==> config.mk <==
export PLATFORM = sky130hd
export DESIGN_NAME = mult_seq_ctrl
export DESIGN_NICKNAME = d
export VERILOG_FILES = /design/src/rtl/mult_pkg.sv /design/src/rtl/mult_iter_cnt.sv /design/src/rtl/mult_seq_ctrl.sv
export SDC_FILE = /design/constraint.sdc
export NUM_CORES = 1
export LEC_CHECK = 0
export CORE_AREA = 2 2 39 41
export CTS_BUF_LIST = sky130_fd_sc_hd__clkbuf_16
export DETAILED_ROUTE_END_ITERATION = 7
export DIE_AREA = 0 0 41 43
export SLEW_MARGIN = 40
export SYNTH_ARGS = -nofsm -noshare
export SYNTH_HDL_FRONTEND = slang
export SYNTH_SLANG_ARGS = --single-unit
export TNS_END_PERCENT = 1
==> constraint.sdc <==
create_clock -name clk -period 1.5 [get_ports clk]
set_input_delay 0.3 -clock clk [delete_from_list [all_inputs] [get_ports clk]]
set_output_delay 0.3 -clock clk [all_outputs]
set_load 0.05 [all_outputs]
==> src/rtl/mult_pkg.sv <==
// Shared encodings for the shift-add multiplier: controller states and datapath MUX selects.
package mult_pkg;

    typedef enum logic [1:0] {
        ST_IDLE = 2'd0,
        ST_LOAD = 2'd1,
        ST_RUN  = 2'd2,
        ST_DONE = 2'd3
    } state_t;

    localparam logic SEL_LOAD  = 1'b0;
    localparam logic SEL_SHIFT = 1'b1;
    localparam logic SEL_CLR   = 1'b0;
    localparam logic SEL_ADD   = 1'b1;

endpackage

==> src/rtl/mult_iter_cnt.sv <==
// Shift-add iteration counter: clears on load, counts up to WIDTH and saturates there.
module mult_iter_cnt #(
    parameter int WIDTH = 4
) (
    input  logic clk,
    input  logic clr_n,
    input  logic clear,
    input  logic inc,
    output logic term
);

    localparam int CW = $clog2(WIDTH + 1);

    logic [CW-1:0] cnt;

    // NOTE: sequential state uses non-blocking assignments so every register samples pre-edge values.
    always_ff @(posedge clk or negedge clr_n) begin
        if (!clr_n) begin
            cnt <= '0;
        end else if (clear) begin
            cnt <= '0;
        end else if (inc && !term) begin
            cnt <= cnt + 1'b1;
        end
    end

    assign term = (cnt == CW'(WIDTH));

endmodule

==> src/rtl/mult_seq_ctrl.sv <==
// Sequencer for the 4-bit shift-add multiplier datapath with start/busy/done handshake and abort.
// Define MULT_SEQ_CTRL_EARLY_EXIT_EN to leave RUN as soon as the B register reaches zero.
module mult_seq_ctrl
    import mult_pkg::*;
#(
    parameter int WIDTH = 4
) (
    input  logic clk,
    input  logic clr_n,
    input  logic start,
    input  logic abort,
    input  logic zero,
    input  logic lsb_b,
    output logic en_a,
    output logic ld_shift_a,
    output logic en_b,
    output logic ld_shift_b,
    output logic en_p,
    output logic ld_add_p,
    output logic busy,
    output logic done
);

`ifdef MULT_SEQ_CTRL_EARLY_EXIT_EN
    localparam bit EARLY = 1'b1;
`else
    localparam bit EARLY = 1'b0;
`endif

    state_t state;
    logic   term;
    logic   run_exit;

    assign run_exit = term | (EARLY & zero);

    mult_iter_cnt #(.WIDTH(WIDTH)) u_iter_cnt (
        .clk   (clk),
        .clr_n (clr_n),
        .clear (state == ST_LOAD),
        .inc   ((state == ST_RUN) && !run_exit),
        .term  (term)
    );

    // Abort overrides every transition, including a start seen in IDLE.
    always_ff @(posedge clk or negedge clr_n) begin
        if (!clr_n) begin
            state <= ST_IDLE;
        end else if (abort) begin
            state <= ST_IDLE;
        end else begin
            case (state)
                ST_IDLE: if (start) state <= ST_LOAD;
                ST_LOAD: state <= ST_RUN;
                ST_RUN:  if (run_exit) state <= ST_DONE;
                ST_DONE: state <= ST_IDLE;
            endcase
        end
    end

    // NOTE: every output gets a default before the case, so no latch is inferred.
    always_comb begin
        en_a       = 1'b0;
        ld_shift_a = SEL_LOAD;
        en_b       = 1'b0;
        ld_shift_b = SEL_LOAD;
        en_p       = 1'b0;
        ld_add_p   = SEL_CLR;
        case (state)
            ST_LOAD: begin
                en_a = 1'b1;
                en_b = 1'b1;
                en_p = 1'b1;
            end
            ST_RUN: begin
                if (!run_exit) begin
                    en_a       = 1'b1;
                    ld_shift_a = SEL_SHIFT;
                    en_b       = 1'b1;
                    ld_shift_b = SEL_SHIFT;
                    ld_add_p   = SEL_ADD;
                    en_p       = lsb_b;
                end
            end
            default: ;
        endcase
    end

    assign busy = (state == ST_LOAD) || (state == ST_RUN);
    assign done = (state == ST_DONE);

endmodule

; After elaboration in Yosys (flattened, before gate mapping)
; Cells that the tools add are included.
; W data, S select, Z words.
[word_totals]
reg_bits = 5
in_bits = 6
out_inout_bits = 8
elab_cells = 27
[classes]
add_sub_neg = 1
n_eq_ne = 6
muxes = 11
n_reduce_logical = 7
[op_table]
columns = cell, count
row1 = $pmux W2 S4, 1
row2 = $mux W2, 3
row3 = $mux W3, 2
row4 = $eq A2 B2 Y1 const B, 2
row5 = $pmux W1 S2, 2
row6 = $add A3 B1 Y3 const B, 1
row7 = $eq A3 B3 Y1 const B, 1
row8 = $mux W1, 3
row9 = $ne A3 B2 Y1 const B, 1
row10 = $ne A3 B3 Y1 const B, 1
row11 = $eq A2 B1 Y1 const B, 1
row12 = $logic_and A1 B1 Y1, 2
row13 = $logic_not A2 Y1, 1
row14 = $reduce_and A2 Y1, 1
row15 = $reduce_bool A2 Y1, 1
row16 = $logic_not A1 Y1, 1
row17 = $logic_or A1 B1 Y1, 1

; Depth between registers and ports, before layout
; Gate-level depths: netlist of run 1.
[logic_depth]
word_depth = 6
mapped_depth = 5
ltp_nobuf = 5

; By module
; A second synthesis of run 1 with hierarchy kept.
[unflattened]
hier_cells = 45
area_unflattened_um2 = 445.4
[modules_own_cells]
columns = mod, n_inst, cells_each, area_per_inst_um2, seq_area_each_um2
row1 = mult_seq_ctrl, 1, 27, 252.7, 50.0
row2 = mult_iter_cnt, 1, 18, 192.7, 75.1

; Least setup slack after synthesis of run 1
; OpenSTA, ideal clock, no wires.
[synth_timing]
kind = reg-to-output
startpoint = reg state[0]
endpoint = out en_p
t_arrival_ns = 1.972
required_time_ns = 1.200
path_slack_ns = -0.772
path_stages_with_launch = 6
n_path_buf = 0
cell_sequence = dfrtp_1 inv_1 ha_1 a21boi_4 a21oi_1 nor2b_1
[synth_via]
elab_chain_cells = 2
word_cells_on_any_way = 3
classes_between = eq/ne: 2 / mux: 1
[synth_rtl]
columns = element, line
row1 = start: declaration, mult_seq_ctrl.sv:30  ; state_t state;
row2 = start signal: assignment, mult_seq_ctrl.sv:47  ; state <= ST_IDLE;
row3 = start signal: assignment, mult_seq_ctrl.sv:49  ; state <= ST_IDLE;
row4 = start signal: assignment, mult_seq_ctrl.sv:52  ; ST_IDLE: if (start) state <= ST_LOAD;
row5 = $eq A2 B2 Y1 or $eq A2 B1 Y1 (tied branches), mult_seq_ctrl.sv:68  ; case (state)
row6 = $pmux W1 S2 *, mult_seq_ctrl.sv:68
row7 = end: declaration, mult_seq_ctrl.sv:18  ; output logic en_p,
; Mark *: on every way between the ends. The rest lies on a longest branch, timed or not.

; Worst setup path after layout of run 1
; Ends and elaborated chain as after synthesis.

==> results of run 1 <==
## layer usage
layer	up-vias	share of wire, %	track usage [%]
met5	-	0	0
met4	0	2.2	12.0
met3	2	5.8	4.71
met2	14	48	15.3
met1	149	44	14.1
li1	164	-	-
## synth_stat cells
| cell type | number |
|---|---|
| xnor2_1 | 1 |
| mux2i_1 | 2 |
| nand2b_1 | 3 |
| a21boi_4 | 1 |
| a21oi_1 | 3 |
| buf_4 | 3 |
| nor2_1 | 5 |
| nor2b_1 | 1 |
| o21a_1 | 2 |
| dfrtp_1 | 5 |
| ha_1 | 6 |
| a31o_1 | 1 |
| inv_1 | 5 |
## critical path, cell delays in order (launching register included)
cell,delay [ns]
dfrtp_1,0.38
inv_2,0.08
ha_4,0.12
a21boi_4,0.23
a21oi_2,0.10
nor2b_4,0.13
buf_12,0.14
## placed cells by master, fill, tap and decap left out, drive strengths merged
cell / instances
a21boi: 1
nor2: 5
dfrtp: 5
clkbuf: 3
clkdlybuf4s50: 4
a31o: 1
o21a: 2
mux2i: 2
xnor2: 1
nor2b: 1
nand2b: 3
ha: 6
buf: 18
a21oi: 3
inv: 6
## worst max path at each step
| stage | from | to |
|---|---|---|
| floorplan | state[0]$_DFFE_PN0P_ | en_b |
| global placement | state[0]$_DFFE_PN0P_ | ld_shift_b |
| detailed placement | state[0]$_DFFE_PN0P_ | ld_add_p |
| CTS | state[0]$_DFFE_PN0P_ | en_p |
| global route | state[0]$_DFFE_PN0P_ | en_p |
| finish | state[0]$_DFFE_PN0P_ | en_p |
## cell type report
type / instances / area [µm²]
Clock inverter: 1 / 3.75
Timing Repair Buffer: 22 / 279
Clock buffer: 3 / 75.1
Inverter: 5 / 18.8
Tap cell: 16 / 20.0
Fill cell: 118 / 611
Sequential cell: 5 / 125
Multi-Input combinational cell: 25 / 251
## cell families (layout without fill, tap and decap cells)
| kind of cell | Yosys count | in the layout | synth area share, % |
|---|---|---|---|
| compound gates | 7 | 7 | 15.5 |
| fa+ha+maj | 6 | 6 | 20.2 |
| simple gates | 9 | 9 | 11.8 |
| mux | 2 | 2 | 5.39 |
| flops | 5 | 5 | 33.7 |
| xor+xnor | 1 | 1 | 2.36 |
| buf+inv | 8 | 31 | 11.1 |
## power by group
part	internal (mW)	switching, mW	leakage, nW
Combinational	0.775	0.732	0.246
Clock	0.345	0.0883	0.0423
Sequential	0.181	0.0362	0.0673
## stage by stage
stage | area (µm²) | setup TNS [ns] | power [mW] | util, %
6_report | 773 | -1.13 | 2.16 | 55.9
2_1_floorplan | 398 | -1.85 | 1.03 | -
4_1_cts | 773 | -1.16 | 2.18 | 55.9
3_3_place_gp | 656 | 0 | 1.62 | 47.4
5_1_grt | 773 | -1.53 | 2.28 | 55.9
3_5_place_dp | 656 | -0.0479 | 1.64 | 47.4
## flip-flops by register name, indices dropped and copies added (netlist names)
signal          count
state               2
u_iter_cnt.cnt      3
## timing repair
item	4_1_cts	5_1_grt
gates resized for setup	6	0
endpoints found under the setup margin	8	7
pin swaps	3	0
buffers inserted	1	0
==> metrics.md, run 1 <==
| Metric | Value |
|---|---|
| DPL Wire Length | about 590 µm |
| Cts bufs inserted | 3 |
| YS warnings | 0 |
| Arr. time, crit path | approximately 1.4 ns |
| CTS tree | done |
| RSZ-0062 raised after global routing | true |
| Max-cap violations | 0 |
| Synth top area share | 33.7% |
| Hold Buf Count CTS | 0 |
| Placed instance count | 72 |
| Global route overflow | 0 |
| Clock sink total | 5 |
| Outcome | finished with violations |
| Reg2reg start | state[0]$_DFFE_PN0P_ |
| Vias in the first global route | about 330 |
| Type of origin of the critical path | register |
| GRT Overall Usage | roughly 12% |
| Crit path max fanout | 4 |
| Syn avg cell area | roughly 9.8 µm² |
| Worst-path clk slew | ~0.030 ns |
| VDD IR-drop max | between 1000 and 1500 µV |
| Worst flop-to-flop path endpoint | u_iter_cnt.cnt[0]$_DFFE_PN0P_ |
| Root buffer cell | clkbuf_16 |
| Minimum hold slack | approximately 0.30 ns |
| Failing checks | negative setup slack |
| First-pass GRT wire length | 1.32 mm |
| Vias/cell | between 4 and 5 |
| Port Buffers | 12 |
| Area Growth Syn to Fin | 108% |
| Setup WS pre-CTS | -0.0136 ns |
| Worst relative slew slack | between 80 and 90% |
| Final WS setup | -0.208 ns |
| Initial antenna violation count | 0 |
| Max Clock Freq | between 500 and 600 MHz |
| Req. time, crit path | roughly 1.2 ns |
| HP Class | in2async |
| WS Path Type | reg2out |
| I/O pin cnt | 14 |
| Worst-Margin Slew | between 0.2 and 0.25 ns |
| Final hold vios | 0 |
| Longest Clk Path Bufs | 2 |
| Register area share after synthesis | about 34% |
| Die X | ~41 µm |
| 1st-pass router iterations | 2 |
| Iter 0 DRT Violations | 2 |
| Final wirelength | roughly 760 µm |
| # DRC | 0 |
| ANT cells | 0 |
| Crit share post-route | 114% |
| DRT antenna net count | 0 |
| Register bit total from synthesis | 5 |
| Pin count of the biggest net entering global routing | 8 |
| Synth Cell Area | about 370 µm² |
| Min Tclk post-route | about 1.7 ns |
| Cell variety after synth | 13 |
| Static Leak | ~0.36 nW |
| R2r worst-path depth | 7 |
| Area contributors post-synth | dfrtp_1, ha_1, buf_4 |
| Syn nets | 50 |
| Routed via count | 329 |
| Skew-Pair Late Insertion Delay | 0.23 ns |
| Proportion of layout cells with a drive suffix above 1 | 47.5% |
| Power Density | 2790 nW/µm² |
| R2R setup slack | about 0.1 ns |
| Number of nets in the layout | between 70 and 80 |
| Routed WL per cell | about 9.8 µm |
| # rows | 14 |
| Post-Synthesis Cells | 38 |
| Routability cong. | between 0.7 and 0.8 |
| Cell taking the most area after synthesis | dfrtp_1 |
| Depth of the CTS H-tree | 1 |
| Non-Filler Instances | 77 |
| Initial Util | around 27% |
| Core area | 1380 µm² |
| Chip height | ~43 µm |
| DIE AREA | about 1800 µm² |
| Slew Viols, Final | 0 |
| Final setup fails | 7 |
| Clk_skew | approximately 0.0029 ns |
| CP Capture Type | output pin |
(Power assumes the default switching activity.)
==> run 2: changes to the inputs <==
--- a/config.mk
+++ b/config.mk
@@ -7,8 +7,10 @@
 export LEC_CHECK = 0
 export CORE_AREA = 2 2 39 41
 export CTS_BUF_LIST = sky130_fd_sc_hd__clkbuf_16
+export CTS_CLUSTER_SIZE = 10
 export DETAILED_ROUTE_END_ITERATION = 7
 export DIE_AREA = 0 0 41 43
+export PLACE_DENSITY_LB_ADDON = 0.2
 export SLEW_MARGIN = 40
 export SYNTH_ARGS = -nofsm -noshare
 export SYNTH_HDL_FRONTEND = slang
==> run 2 against run 1 <==
Net effect:
- the flow still finishes with violations (negative setup slack)
- power shrank 1.5%
- highest routed layer is now met3
- largest power group unchanged
- routed wire length grew 0.92%
- flip-flop and latch count is the same
==> metrics.md, run 2 (synthesized netlist as in run 1, its figures left out) <==
| Metric | Value |
|---|---|
| Outcome | finished with violations |
| Failing checks | negative setup slack |
| # DRC | 0 |
| Area Growth Syn to Fin | 103% |
| 1st-pass router iterations | 3 |
| Max-cap violations | 0 |
| Slowest CP cell | dfrtp_1 |
| DRT antenna net count | 0 |
| VDD IR-drop max | 1630 µV |
| R2r worst-path depth | 5 |
| Worst relative slew slack | between 80% and 90% |
| First-pass GRT wire length | roughly 1.4 mm |
| Vias/cell | approximately 4.3 |
| R2R setup slack | roughly 0.090 ns |
| I/O pin cnt | 14 |
| Static Leak | approximately 0.34 nW |
| Routability cong. | 0.640 |
| Skew-Pair Late Insertion Delay | roughly 0.23 ns |
| Worst-Margin Slew | about 0.23 ns |
| Core area | around 1400 µm² |
| Minimum hold slack | 0.299 ns |
| Proportion of layout cells with a drive suffix above 1 | between 40% and 50% |
| Routed via count | around 320 |
| Delay of the slowest cell on the worst path | between 0.3 and 0.4 ns |
| Type of origin of the critical path | register |
| Min Tclk post-route | 1.68 ns |
| Longest Clk Path Bufs | 2 |
| Worst flop-to-flop path endpoint | state[1]$_DFFE_PN0P_ |
| Reg with most FFs | u_iter_cnt.cnt |
| # rows | 14 |
| Fill cells | between 100 and 150 |
| HP Class | in2async |
| Die X | about 40 µm |
| Largest registers | u_iter_cnt.cnt x3, state x2 |
| WS Path Type | reg2out |
| Chip height | 43 µm |
| Reg2reg start | state[1]$_DFFE_PN0P_ |
| Worst-path clk slew | ~0.04 ns |
| Port Buffers | 12 |
| Crit share post-route | 112% |
| Number of nets in the layout | about 70 |
| RSZ-0062 raised after global routing | true |
| Root buffer cell | clkbuf_16 |
| DPL Wire Length | 605 µm |
| Final WS setup | -0.184 ns |
| Clk_skew | between 0.003 and 0.004 ns |
| Worst path top cell family by delay | flip-flops |
| DIE AREA | about 1800 µm² |
| Vias in the first global route | between 300 and 400 |
| Power Density | ~2800 nW/µm² |
| Internal power consumption | approximately 1.3 mW |
| Final hold vios | 0 |
| Combinational Power Share | 69.0% |
| Critical-path cell list | inv_2 > ha_4 > a21boi_4 > a21oi_2 > nor2b_4 > buf_12 |
| Iter 0 DRT Violations | 6 |
| Arr. time, crit path | between 1 and 1.5 ns |
| Depth of the CTS H-tree | 1 |
| Initial antenna violation count | 0 |
| CP Capture Type | output pin |
| Final setup fails | 7 |
| Sw Share | around 40% |
| Most common cell after layout, fill and taps aside | buf_12 |
| Reg area | between 100 and 150 µm² |
| Cts bufs inserted | 3 |
| Net Switching | around 850 µW |
| Post-CTS Setup Repair Bufs | 0 |
| Critical path buffers and inverters | 2 |
| Crit path max fanout | 3 |
| Slew Viols, Final | 0 |
| Setup WS pre-CTS | -0.0263 ns |
| Global route overflow | 0 |
| GRT Overall Usage | between 10% and 20% |
| Area of the multi-input gates | between 200 and 300 µm² |
| Routed WL per cell | just over 10 µm |
| Clock sink total | 5 |
| Final wirelength | 764 µm |
| Clock share of power | approximately 20% |
| Req. time, crit path | around 1.2 ns |
| ANT cells | 0 |
| Max Clock Freq | roughly 600 MHz |
| Commonest cells after routing, fill and taps aside | buf_12, inv_1, nor2_1, buf_4 |
| CTS tree | done |
| Pin count of the biggest net entering global routing | 9 |
| Max reg flops | 3 |
| Initial Util | a little over a quarter |
| Hold Buf Count CTS | 0 |
| Sequential Power Share | a little over a tenth |
[run 2: cell count changes in the layout (fill, tap and decap cells not counted)]
| cell | previous run | this run |
|---|---|---|
| dfrtp_2 | 0 | 1 |
| buf_6 | 1 | 2 |
| dfrtp_1 | 5 | 4 |
| buf_4 | 9 | 5 |
[run 2: per-layer routing]
metal / global-route usage [%] / wire length (µm) / up-vias / part of all wire [%]
li1: - / - / 160 / -
met1: 15.9 / 339 / 150 / 44
met2: 16.3 / 389 / 5 / 51
met3: 7.85 / 36 / 0 / 4.7
met4: 4.00 / 0 / 0 / 0
met5: 0 / 0 / - / 0
[run 2: per-stage QoR]
step / std cells / power (mW) / cell area [µm²] / util, % / TNS [ns]
floorplan: 38 / 1.03 / 398 / - / -1.85
global placement: 70 / 1.60 / 641 / 46.3 / 0
detailed placement: 70 / 1.60 / 641 / 46.3 / -0.0862
CTS: 74 / 2.13 / 752 / 54.3 / -1.13
global route: 74 / 2.25 / 756 / 54.6 / -1.51
finish: 74 / 2.12 / 756 / 54.6 / -1.06
[run 2: worst max path at each step]
stage                               startpoint          to  slack (ns)  cells after the start
after floorplan           state[0]$_DFFE_PN0P_        en_b       -0.44                      5
after detailed placement  state[0]$_DFFE_PN0P_    ld_add_p       -0.03                      5
after global routing      state[0]$_DFFE_PN0P_        en_p       -0.26                      6
final                     state[0]$_DFFE_PN0P_        en_p       -0.18                      6
after global placement    state[0]$_DFFE_PN0P_  ld_shift_b       0.004                      5
after CTS                 state[0]$_DFFE_PN0P_        en_p       -0.19                      6
[run 2: power groups by stage]
| stage | sequential, mW | clock [mW] | combinational [mW] |
|---|---|---|---|
| finish | 0.226 | 0.434 | 1.47 |
| global route | 0.234 | 0.454 | 1.56 |
| CTS | 0.226 | 0.440 | 1.46 |
| detailed placement | 0.215 | 0 | 1.39 |
| global placement | 0.213 | 0 | 1.38 |
| floorplan | 0.217 | 0 | 0.810 |
[run 2: timing repair]
action,in CTS,in global routing
endpoints found under the setup margin,8,7
pin swaps,3,1
resized for setup,7,1
endpoints found under the hold margin,0,0
[run 2: layout make-up]
cell class / count / share of cell area (%)
repair buffers: 19 / 34.4
multi-input cells: 25 / 33.3
flip-flops and latches: 5 / 16.7
clock buffers: 3 / 9.93
well taps: 16 / 2.65
inverters: 5 / 2.48
clock inverters: 1 / 0.497
